File: src/rtl/stopwatch_ctrl.sv
// Control FSM for a four-digit BCD stopwatch built from cascaded decade counters.
// It divides clk into count ticks, sequences start/stop/clear/lap commands and shows either the live count or a frozen lap value.
module stopwatch_ctrl #(
   parameter int TICK_DIV = 10,
   parameter int PRE_W    = 4
) (
   input  logic        clk,
   input  logic        rstn,
   input  logic        start,
   input  logic        stop,
   input  logic        clear,
   input  logic        lap,
   output logic [15:0] digits,
   output logic        running,
   output logic        tick,
   output logic        lap_valid,
   output logic        ovf
);

   typedef enum logic [1:0] {
      IDLE  = 2'd0,
      RUN   = 2'd1,
      PAUSE = 2'd2
   } state_t;

   localparam logic [PRE_W-1:0] PRE_LAST = PRE_W'(TICK_DIV - 1);

   state_t            state, state_next;
   logic [PRE_W-1:0]  prescaler, prescaler_next;
   logic [3:0][3:0]   count, count_next;
   logic [15:0]       lap_reg, lap_reg_next;
   logic              lap_valid_next;
   logic              ovf_next;
   logic [3:0]        inc;
   logic              wrap;
   logic              cmd_clear, cmd_stop, cmd_start, cmd_lap;

   // A single command acts per cycle; the highest-priority pulse masks the rest.
   assign cmd_clear = clear;
   assign cmd_stop  = stop  & ~clear;
   assign cmd_start = start & ~clear & ~stop;
   assign cmd_lap   = lap   & ~clear & ~stop & ~start;

   assign tick = (state == RUN) && (prescaler == PRE_LAST);

   assign inc[0] = tick;
   assign inc[1] = inc[0] && (count[0] == 4'd9);
   assign inc[2] = inc[1] && (count[1] == 4'd9);
   assign inc[3] = inc[2] && (count[2] == 4'd9);
   assign wrap   = inc[3] && (count[3] == 4'd9);

   always_ff @(posedge clk) begin
      if (!rstn) begin
         state     <= IDLE;
         prescaler <= '0;
         count     <= '0;
         lap_reg   <= '0;
         lap_valid <= 1'b0;
         ovf       <= 1'b0;
      end else begin
         state     <= state_next;
         prescaler <= prescaler_next;
         count     <= count_next;
         lap_reg   <= lap_reg_next;
         lap_valid <= lap_valid_next;
         ovf       <= ovf_next;
      end
   end

   always_comb begin
      state_next     = state;
      prescaler_next = prescaler;
      count_next     = count;
      lap_reg_next   = lap_reg;
      lap_valid_next = lap_valid;
      ovf_next       = ovf;

      for (int k = 0; k < 4; k++) begin
         if (inc[k]) begin
            count_next[k] = (count[k] == 4'd9) ? 4'd0 : count[k] + 4'd1;
         end
      end
      if (wrap) begin
         ovf_next = 1'b1;
      end

      // Prescaler holds in PAUSE so a resumed partial period completes.
      case (state)
         RUN:     prescaler_next = tick ? '0 : prescaler + PRE_W'(1);
         PAUSE:   prescaler_next = prescaler;
         default: prescaler_next = '0;
      endcase

      case (state)
         IDLE:    if (cmd_start) state_next = RUN;
         RUN:     if (cmd_stop)  state_next = PAUSE;
         PAUSE:   if (cmd_start) state_next = RUN;
         default: state_next = IDLE;
      endcase

      // Lap captures the count as it will be after this edge's increment.
      if (cmd_lap && (state != IDLE)) begin
         if (!lap_valid) begin
            lap_reg_next   = count_next;
            lap_valid_next = 1'b1;
         end else begin
            lap_valid_next = 1'b0;
         end
      end

      if (cmd_clear) begin
         state_next     = IDLE;
         prescaler_next = '0;
         count_next     = '0;
         lap_reg_next   = '0;
         lap_valid_next = 1'b0;
         ovf_next       = 1'b0;
      end
   end

   assign digits  = lap_valid ? lap_reg : count;
   assign running = (state == RUN);

endmodule
File: config.mk
export PLATFORM = sky130hd
export DESIGN_NAME = stopwatch_ctrl
export DESIGN_NICKNAME = d
export VERILOG_FILES = /design/src/rtl/stopwatch_ctrl.sv
export SDC_FILE = /design/constraint.sdc
export NUM_CORES = 1
export LEC_CHECK = 0
export ABC_AREA = 0
export CAP_MARGIN = 15
export CELL_PAD_IN_SITES_DETAIL_PLACEMENT = 2
export CELL_PAD_IN_SITES_GLOBAL_PLACEMENT = 2
export CORE_MARGIN = 2
export CORE_UTILIZATION = 30
export CTS_BUF_LIST = sky130_fd_sc_hd__clkbuf_8
export DETAILED_ROUTE_END_ITERATION = 10
export PLACE_DENSITY = 0.82
export SLEW_MARGIN = 20
export SYNTH_ARGS = -nofsm -noshare
export SYNTH_HDL_FRONTEND = slang
export SYNTH_SLANG_ARGS = --single-unit
File: constraint.sdc
create_clock -name clk -period 2.4 [get_ports clk]
set_input_delay 0.48 -clock clk [delete_from_list [all_inputs] [get_ports clk]]
set_output_delay 0.48 -clock clk [all_outputs]
set_load 0.02 [all_outputs]
# --- After elaboration in Yosys (flattened, before gate mapping) ---
# Cells that the tools add are included.
word_totals:
  ff_bits: 40
  in_bits: 6
  out_inout_bits: 20
  elab_cells: 61
classes:
  add_sub_neg: 5
  n_eq_ne: 9
  mux: 15
  bitwise_logic: 11
  n_reduce_logical: 12
op_table:
  columns: ["cell", "n"]
  rows:
  - ["$mux W4", 9]
  - ["$add A4 B1 Y4 const B", 5]
  - ["$eq A4 B4 Y1 const B", 5]
  - ["$mux W16", 1]
  - ["$pmux W4 S2", 1]
  - ["$and A1 B1 Y1", 6]
  - ["$logic_and A1 B1 Y1", 6]
  - ["$not A1 Y1", 5]
  - ["$mux W2", 2]
  - ["$ne A2 B1 Y1 const B", 2]
  - ["$pmux W2 S2", 1]
  - ["$reduce_and A2 Y1", 2]
  - ["$reduce_or A2 Y1", 2]
  - ["$eq A2 B1 Y1 const B", 1]
  - ["$eq A2 B2 Y1 const B", 1]
  - ["$logic_not A2 Y1", 1]
  - ["$reduce_bool A2 Y1", 1]
  - ["$mux W1", 1]

# --- Logic depth before layout (Yosys ltp) ---
# Gate-level depths: netlist (run 1).
depth:
  depth_word: 6
  ltp_mapped: 7
  ltp_nobuf: 6

# --- Least setup slack after synthesis (run 1) ---
# OpenSTA, ideal clock, no wires.
synth_timing:
  path_type: "register to output"
  start: "register lap_valid"
  end: "output digits[10]"
  t_arrival_ns: 1.566
  required_ns: 1.920
  setup_slack_ns: 0.354
  path_stages_with_launch: 4
  n_path_buf: 2
  path_cell_list: "dfxtp_1 buf_1 clkbuf_1 mux2_2"
synth_between:
  elab_chain_len: 1
synth_lines:
  columns: ["element", "line", "source"]
  rows:
  - ["start: declaration", "16", "output logic lap_valid,"]
  - ["start signal: assignment", "65", "lap_valid <= lap_valid_next;"]
  - ["$mux W16", "121", "assign digits = lap_valid ? lap_reg : count;"]
  - ["end: declaration", "13", "output logic [15:0] digits,"]
# Every way passes these cells.

# --- Final worst setup path (run 1) ---
layout_timing:
  start: "register lap_valid"
  end: "output digits[1]"
# The elaborated chain is that of the path after synthesis.

==> impl_metrics.toml, run 1 <==
[power]
p_switching_uw = 275.1
power.leakage_nw = 0.8671
power.density_mw_per_mm2 = 526.6
clockPowerShare_pct = 46.8
ir_drop_v = 0.0002394
p_int_mw = 1.047
pwr-share-seq_pct = 50.3
netSwitchingFraction_pct = 20.80
p_comb_share_pct = 2.9

[clocking]
cts_made_buffers = 5
cts_root_buffer = "clkbuf_8"
clockBufferDepth = 2
clk_pin_slew_worst_paths_ns = 0.08
cts_hold_buf = 0
clock-sinks = 40
worstSkewPairLatency_ns = 0.30
htree_levels = 2
tritoncts = "yes"

[min_path]
hold_class = "flop to flop"

[grt]
grt_max_degree = 24
grtUsageTotal_pct = 17.03
grt_pass1_vias = 1956
overflow = 0
grt_antenna_before_repair = 0
grt_pass1_wl_mm = 10.01

[die]
rows = 29
ios = 26
die_y_um = 86.07
dieWidth_um = 86.07
die_area_mm2 = 0.007408
start_util_pct = 31.46
core-area_mm2 = 0.006422

[final_layout]
antennaDiodeCount = 0
fin_nets = 270
final_common_cell = "dfxtp_1"
drive_above_1_share_pct = 14.07
syn_to_final_growth_pct = 24.27
layout_common_cells = "dfxtp_1, clkdlybuf4s50_1, nor2_1, a21oi_1, o21ai_0"
final_cells = 340

[synth]
ys_warn_count = 0
synth_edf_count = 0
netlist_area_mm2 = 0.002021
synth_cells = 234
synthArstFlopShare_pct = 0
ys_seq_area_share_pct = 39.63
synth.area.top_cells = "dfxtp_1, mux2_2, a21oi_1"
synth.top_cell.area_share_pct = 39.63
syn_nets = 242
avgSynthCellArea_um2 = 8.635
ys_types = 47
synth_ff_type = "dfxtp_1"
yosys.area.top_type = "dfxtp_1"
ys_ff_latch = 40

[critical_path]
crit_type = "flop to primary output"
end_kind = "primary output"
crit_required_ns = 1.92
worstPathMaxFanout = 15
cp-start-kind = "flop"
worstPathArrival_ns = 1.80

[placement]
dp_hpwl_mm = 4.190
port-buffer-count = 25
gp_congestion = 0.7227
dp.cells = 332

[sta]
final_max_slew_viol_count = 0
fin_skew_ns = 0.004281
worst_pin_slew_ns = 0.6098
rsz0062_at_grt = "no"
setup_viol = 0
fin_tns_setup_ns = 0
maxSlewHeadroom_pct = 58.29
fin_crit_ns = 2.282
post-route-period-util_pct = 95.08
hold_viol = 0
max_freq_mhz = 438.2

[route]
routed_wirelength_mm = 5.837
routedWlPerCell_um = 17.17
num_vias = 1836
drc = 0
viasPerCell = 5.400
drtIter0Drc = 64
ant_nets = 0
first_pass_iters = 4

[status]
outcome = "completed"

[run]
cap_viol_max_count = 0
[critical path, stage by stage, from the launching register on]
cell and delay (ns):
dfxtp_1 0.34, buf_4 0.25, mux2_2 0.37, clkdlybuf4s50_1 0.54
[metrics by stage]
stage	hold slack [ns]	utilization [%]	setup WS, ns	power (mW)	cell area (µm²)
final	0.4545	39.10	0.1180	1.322	2511
after global routing	0.4836	39.10	0.04477	1.381	2511
after CTS	0.4588	39.10	0.1027	1.340	2511
after detailed placement	0.4462	37.15	0.06318	0.7205	2386
after global placement	0.4355	37.15	0.1075	0.7193	2386
after floorplan	0.4447	-	0.3536	0.6990	2021
[final cells by class]
cell class | count | area (µm²)
Fill cell | 727 | 3911
Sequential cell | 40 | 800.8
Tap cell | 77 | 96.34
Multi-Input combinational cell | 173 | 1129
Clock buffer | 7 | 96.34
Clock inverter | 1 | 30.03
Timing Repair Buffer | 34 | 329.1
Inverter | 8 | 30.03
[cells in the mapped netlist, types with 2 or more instances]
| cell | count |
|---|---|
| a211oi_1 | 2 |
| a21boi_0 | 2 |
| a21oi_1 | 23 |
| a22oi_1 | 2 |
| a31oi_1 | 3 |
| and4_1 | 2 |
| buf_2 | 4 |
| clkbuf_1 | 7 |
| dfxtp_1 | 40 |
| ha_1 | 2 |
| inv_1 | 8 |
| mux2_2 | 15 |
| nand2_1 | 12 |
| nand2b_1 | 10 |
| nand3_1 | 5 |
| nand3b_1 | 4 |
| nand4_1 | 4 |
| nor2_1 | 23 |
| nor2b_1 | 7 |
| nor3_1 | 4 |
| o2111ai_1 | 2 |
| o211ai_1 | 3 |
| o21ai_0 | 20 |
| o31ai_1 | 2 |
| or3_1 | 3 |
| xnor2_1 | 4 |
[power by group through the flow]
stage | Clock [mW] | Sequential [mW] | Combinational, mW
after floorplan | 0 | 0.681 | 0.0181
after global placement | 0 | 0.681 | 0.0382
after detailed placement | 0 | 0.681 | 0.0392
after CTS | 0.635 | 0.666 | 0.0392
after global routing | 0.672 | 0.666 | 0.0429
final | 0.618 | 0.665 | 0.0387
[timing repair]
| item | in CTS | in global routing |
|---|---|---|
| resized for setup | 1 | 0 |
| setup endpoints to repair | 1 | 0 |
| buffers inserted | 0 | 0 |
[layer usage]
layer	vias to the layer above	track usage, %	wire (µm)	share of wire, %
met5	-	0	0	0
met4	0	5.339	105	1.8
met3	11	3.176	119	2.0
met2	25	28.82	2877	49
met1	900	21.85	2735	47
li1	900	-	-	-
[path summary, 6_finish.rpt]
| check | startpoint | to | slack [ns] | cells past startpoint |
|---|---|---|---|---|
| setup / recovery | lap_valid$_SDFFE_PP0P_ | digits[1] | 0.12 | 3 |
| setup reg to reg | count[1]$_SDFF_PP0_ | lap_reg[13]$_SDFFE_PP0P_ | 0.41 | 4 |
| hold reg to reg | ovf$_SDFFE_PP0P_ | ovf$_SDFFE_PP0P_ | 0.45 | 2 |
| hold / removal | ovf$_SDFFE_PP0P_ | ovf$_SDFFE_PP0P_ | 0.45 | 2 |
[kinds of logic (layout without fill, tap and decap cells)]
group,count (synthesis),after routing,synth area share (%)
DFF,40,40,39.63
and+or+nand+nor,85,85,24.40
adders and majority gates,2,2,1.238
buffers and inverters,21,50,4.520
AOI/OAI and AO/OA,65,65,19.19
xor gates and xnor gates,5,5,2.167
muxes,16,16,8.854
No activity file was read; power rests on OpenSTA's default activity.
==> inputs of run 2 (changes only) <==
- HOLD_SLACK_MARGIN: unset -> 0.08
==> results of run 2 <==
Final layout, timing and power as in run 1 (identical DEF).
==> inputs of run 3 (changes only) <==
- ABC_AREA: 0 -> 1
- PLACE_DENSITY: 0.82 -> 0.75
==> impl_metrics.toml, run 3 <==
[status]
outcome = "completed"

[sta]
post-route-period-util_pct = 93.46
setup_viol = 0
final_max_slew_viol_count = 0
fin_skew_ns = 0.007633
worst_pin_slew_ns = 0.4846
maxSlewHeadroom_pct = 67.69
rsz0062_at_grt = "no"
hold_viol = 0
fin_crit_ns = 2.243
max_freq_mhz = 445.8
timing.final.ws_setup_ns = 0.1569
fin_tns_setup_ns = 0
whs_ns = 0.4670

[synth]
synth_cells = 320
synth.top_cell.area_share_pct = 36.32
ys_ff_latch = 40
yosys-top-cells-count = "nand2_1, dfxtp_1, inv_1"
avgSynthCellArea_um2 = 6.889
synth_mux_area_share_pct = 0
synth_compound_area_share_pct = 12.54
yosys.area_share.xor_xnor_pct = 1.589
syn_nets = 328
synth_top_family_by_area = "simple AND/OR/NAND/NOR gates"
yosys.area.top_type = "dfxtp_1"
yosysMostFrequentCell = "nand2_1"
synth_edf_count = 0
synthAdderAreaFrac_pct = 1.135
ys_warn_count = 0
netlist_area_mm2 = 0.002205
synth_ff_type = "dfxtp_1"
synthArstFlopShare_pct = 0
ys_types = 32
synth.area.top_cells = "dfxtp_1, nand2_1, inv_1"
ys_seq_area_share_pct = 36.32
synth-simple-area-share_pct = 37.40

[placement]
dp_hpwl_mm = 4.443
port-buffer-count = 25
place_area_mm2 = 0.002549
gp_congestion = 0.7382
dp.cells = 436
dp_slack_ns = 0.2676

[final_layout]
antennaDiodeCount = 0
drive_above_1_share_pct = 11.59
final_common_cell = "nand2_1"
fin_nets = 352
final_cells = 444
syn_to_final_growth_pct = 19.81
finish.instance_area_mm2 = 0.002641
final_util_pct = 36.81
layout_common_cells = "nand2_1, inv_1, dfxtp_1"

[grt]
grt.met2_usage_pct = 27.40
grt.busiest_layer = "met2"
grtUsageTotal_pct = 15.92
use_met1_pct = 19.82
grt_max_degree = 33
grt_pass1_wl_mm = 10.45
grt_pass1_vias = 2194
overflow = 0
grt_antenna_before_repair = 0
use_met3_pct = 3.101

[critical_path]
path_buf_inv = 2
path_cells = "buf_4 -> nand2_1 -> o21ai_0 -> clkdlybuf4s50_1"
cp-start-kind = "flop"
worstPathArrival_ns = 1.76
crit_type = "flop to primary output"
crit_required_ns = 1.92
crit_family = "buffers and inverters"
end_kind = "primary output"
cpPeakStageDelay_ns = 0.65
slowest_stage = "clkdlybuf4s50_1"
worstPathMaxFanout = 23

[die]
start_util_pct = 30.72
core-area_mm2 = 0.007176
dieWidth_um = 89.73
die_area_mm2 = 0.008051
ios = 26
die_y_um = 89.73
rows = 31

[power]
power.density_mw_per_mm2 = 444.8
finalPower_mw = 1.175
power.leakage_nw = 1.079
ir_drop_v = 0.0002071

[clocking]
worstSkewPairLatency_ns = 0.30
tritoncts = "yes"
cts_made_buffers = 5
clk_pin_slew_worst_paths_ns = 0.08
clockBufferDepth = 2
htree_levels = 2
cts_root_buffer = "clkbuf_8"
clock-sinks = 40

[min_path]
hold_class = "flop to flop"

[route]
routed_wirelength_mm = 6.111
routedWlPerCell_um = 13.76
drc = 0
viasPerCell = 4.743
first_pass_iters = 4
ant_nets = 0
drtIter0Drc = 70
num_vias = 2106

[run]
cap_viol_max_count = 0
-- run 3: logic make-up (layout without fill, tap and decap cells) --
kind of cell | count (synthesis) | after routing
adder cells (fa/ha/maj) | 2 | 2
flip-flops | 40 | 40
buffers and inverters | 58 | 83
AO/OA/AOI/OAI | 53 | 53
AND/OR/NAND/NOR | 163 | 163
XOR/XNOR | 4 | 4
-- run 3: final timing paths --
path / from / to / slack (ns) / cells after the start
worst max register to register: prescaler[0]$_SDFFE_PP0N_ / lap_reg[15]$_SDFFE_PP0P_ / 0.82 / 8
worst max-delay path: lap_valid$_SDFFE_PP0P_ / digits[5] / 0.16 / 4
worst min-delay path: ovf$_SDFFE_PP0P_ / ovf$_SDFFE_PP0P_ / 0.47 / 1
worst min register to register: ovf$_SDFFE_PP0P_ / ovf$_SDFFE_PP0P_ / 0.47 / 1
-- run 3: cell type report --
cell class | count | area, µm²
fill | 896 | 4534
multi-input combinational | 222 | 1161
sequential | 40 | 800.8
timing repair buffer | 28 | 287.8
inverter | 47 | 177.7
tap | 99 | 123.9
clock buffer | 6 | 82.58
clock inverter | 2 | 7.507
-- run 3: per-layer routing --
metal | vias up | wire length, µm
met3 | 7 | 158
met4 | 0 | 98
met1 | 1016 | 2946
met2 | 25 | 2908
li1 | 1058 | -
met5 | - | 0
-- run 3: repair_timing --
item	4_1_cts	5_1_grt
endpoints found under the setup margin	0	1
gates resized for setup	0	1
setup buffers	0	0
hold buffers	0	0
-- run 3: power breakdown --
| group | switching, mW | internal (mW) |
|---|---|---|
| combinational | 0.0255 | 0.0156 |
| clock | 0.242 | 0.226 |
| sequential | 0.000986 | 0.664 |
-- run 3: worst reg2reg max path: cells and delay by family (launching register included) --
family | cells | cell delay, ns
flip-flops | 1 | 0.40
AND/OR/NAND/NOR | 6 | 0.81
buffers and inverters | 1 | 0.04
adder cells (fa/ha/maj) | 1 | 0.22
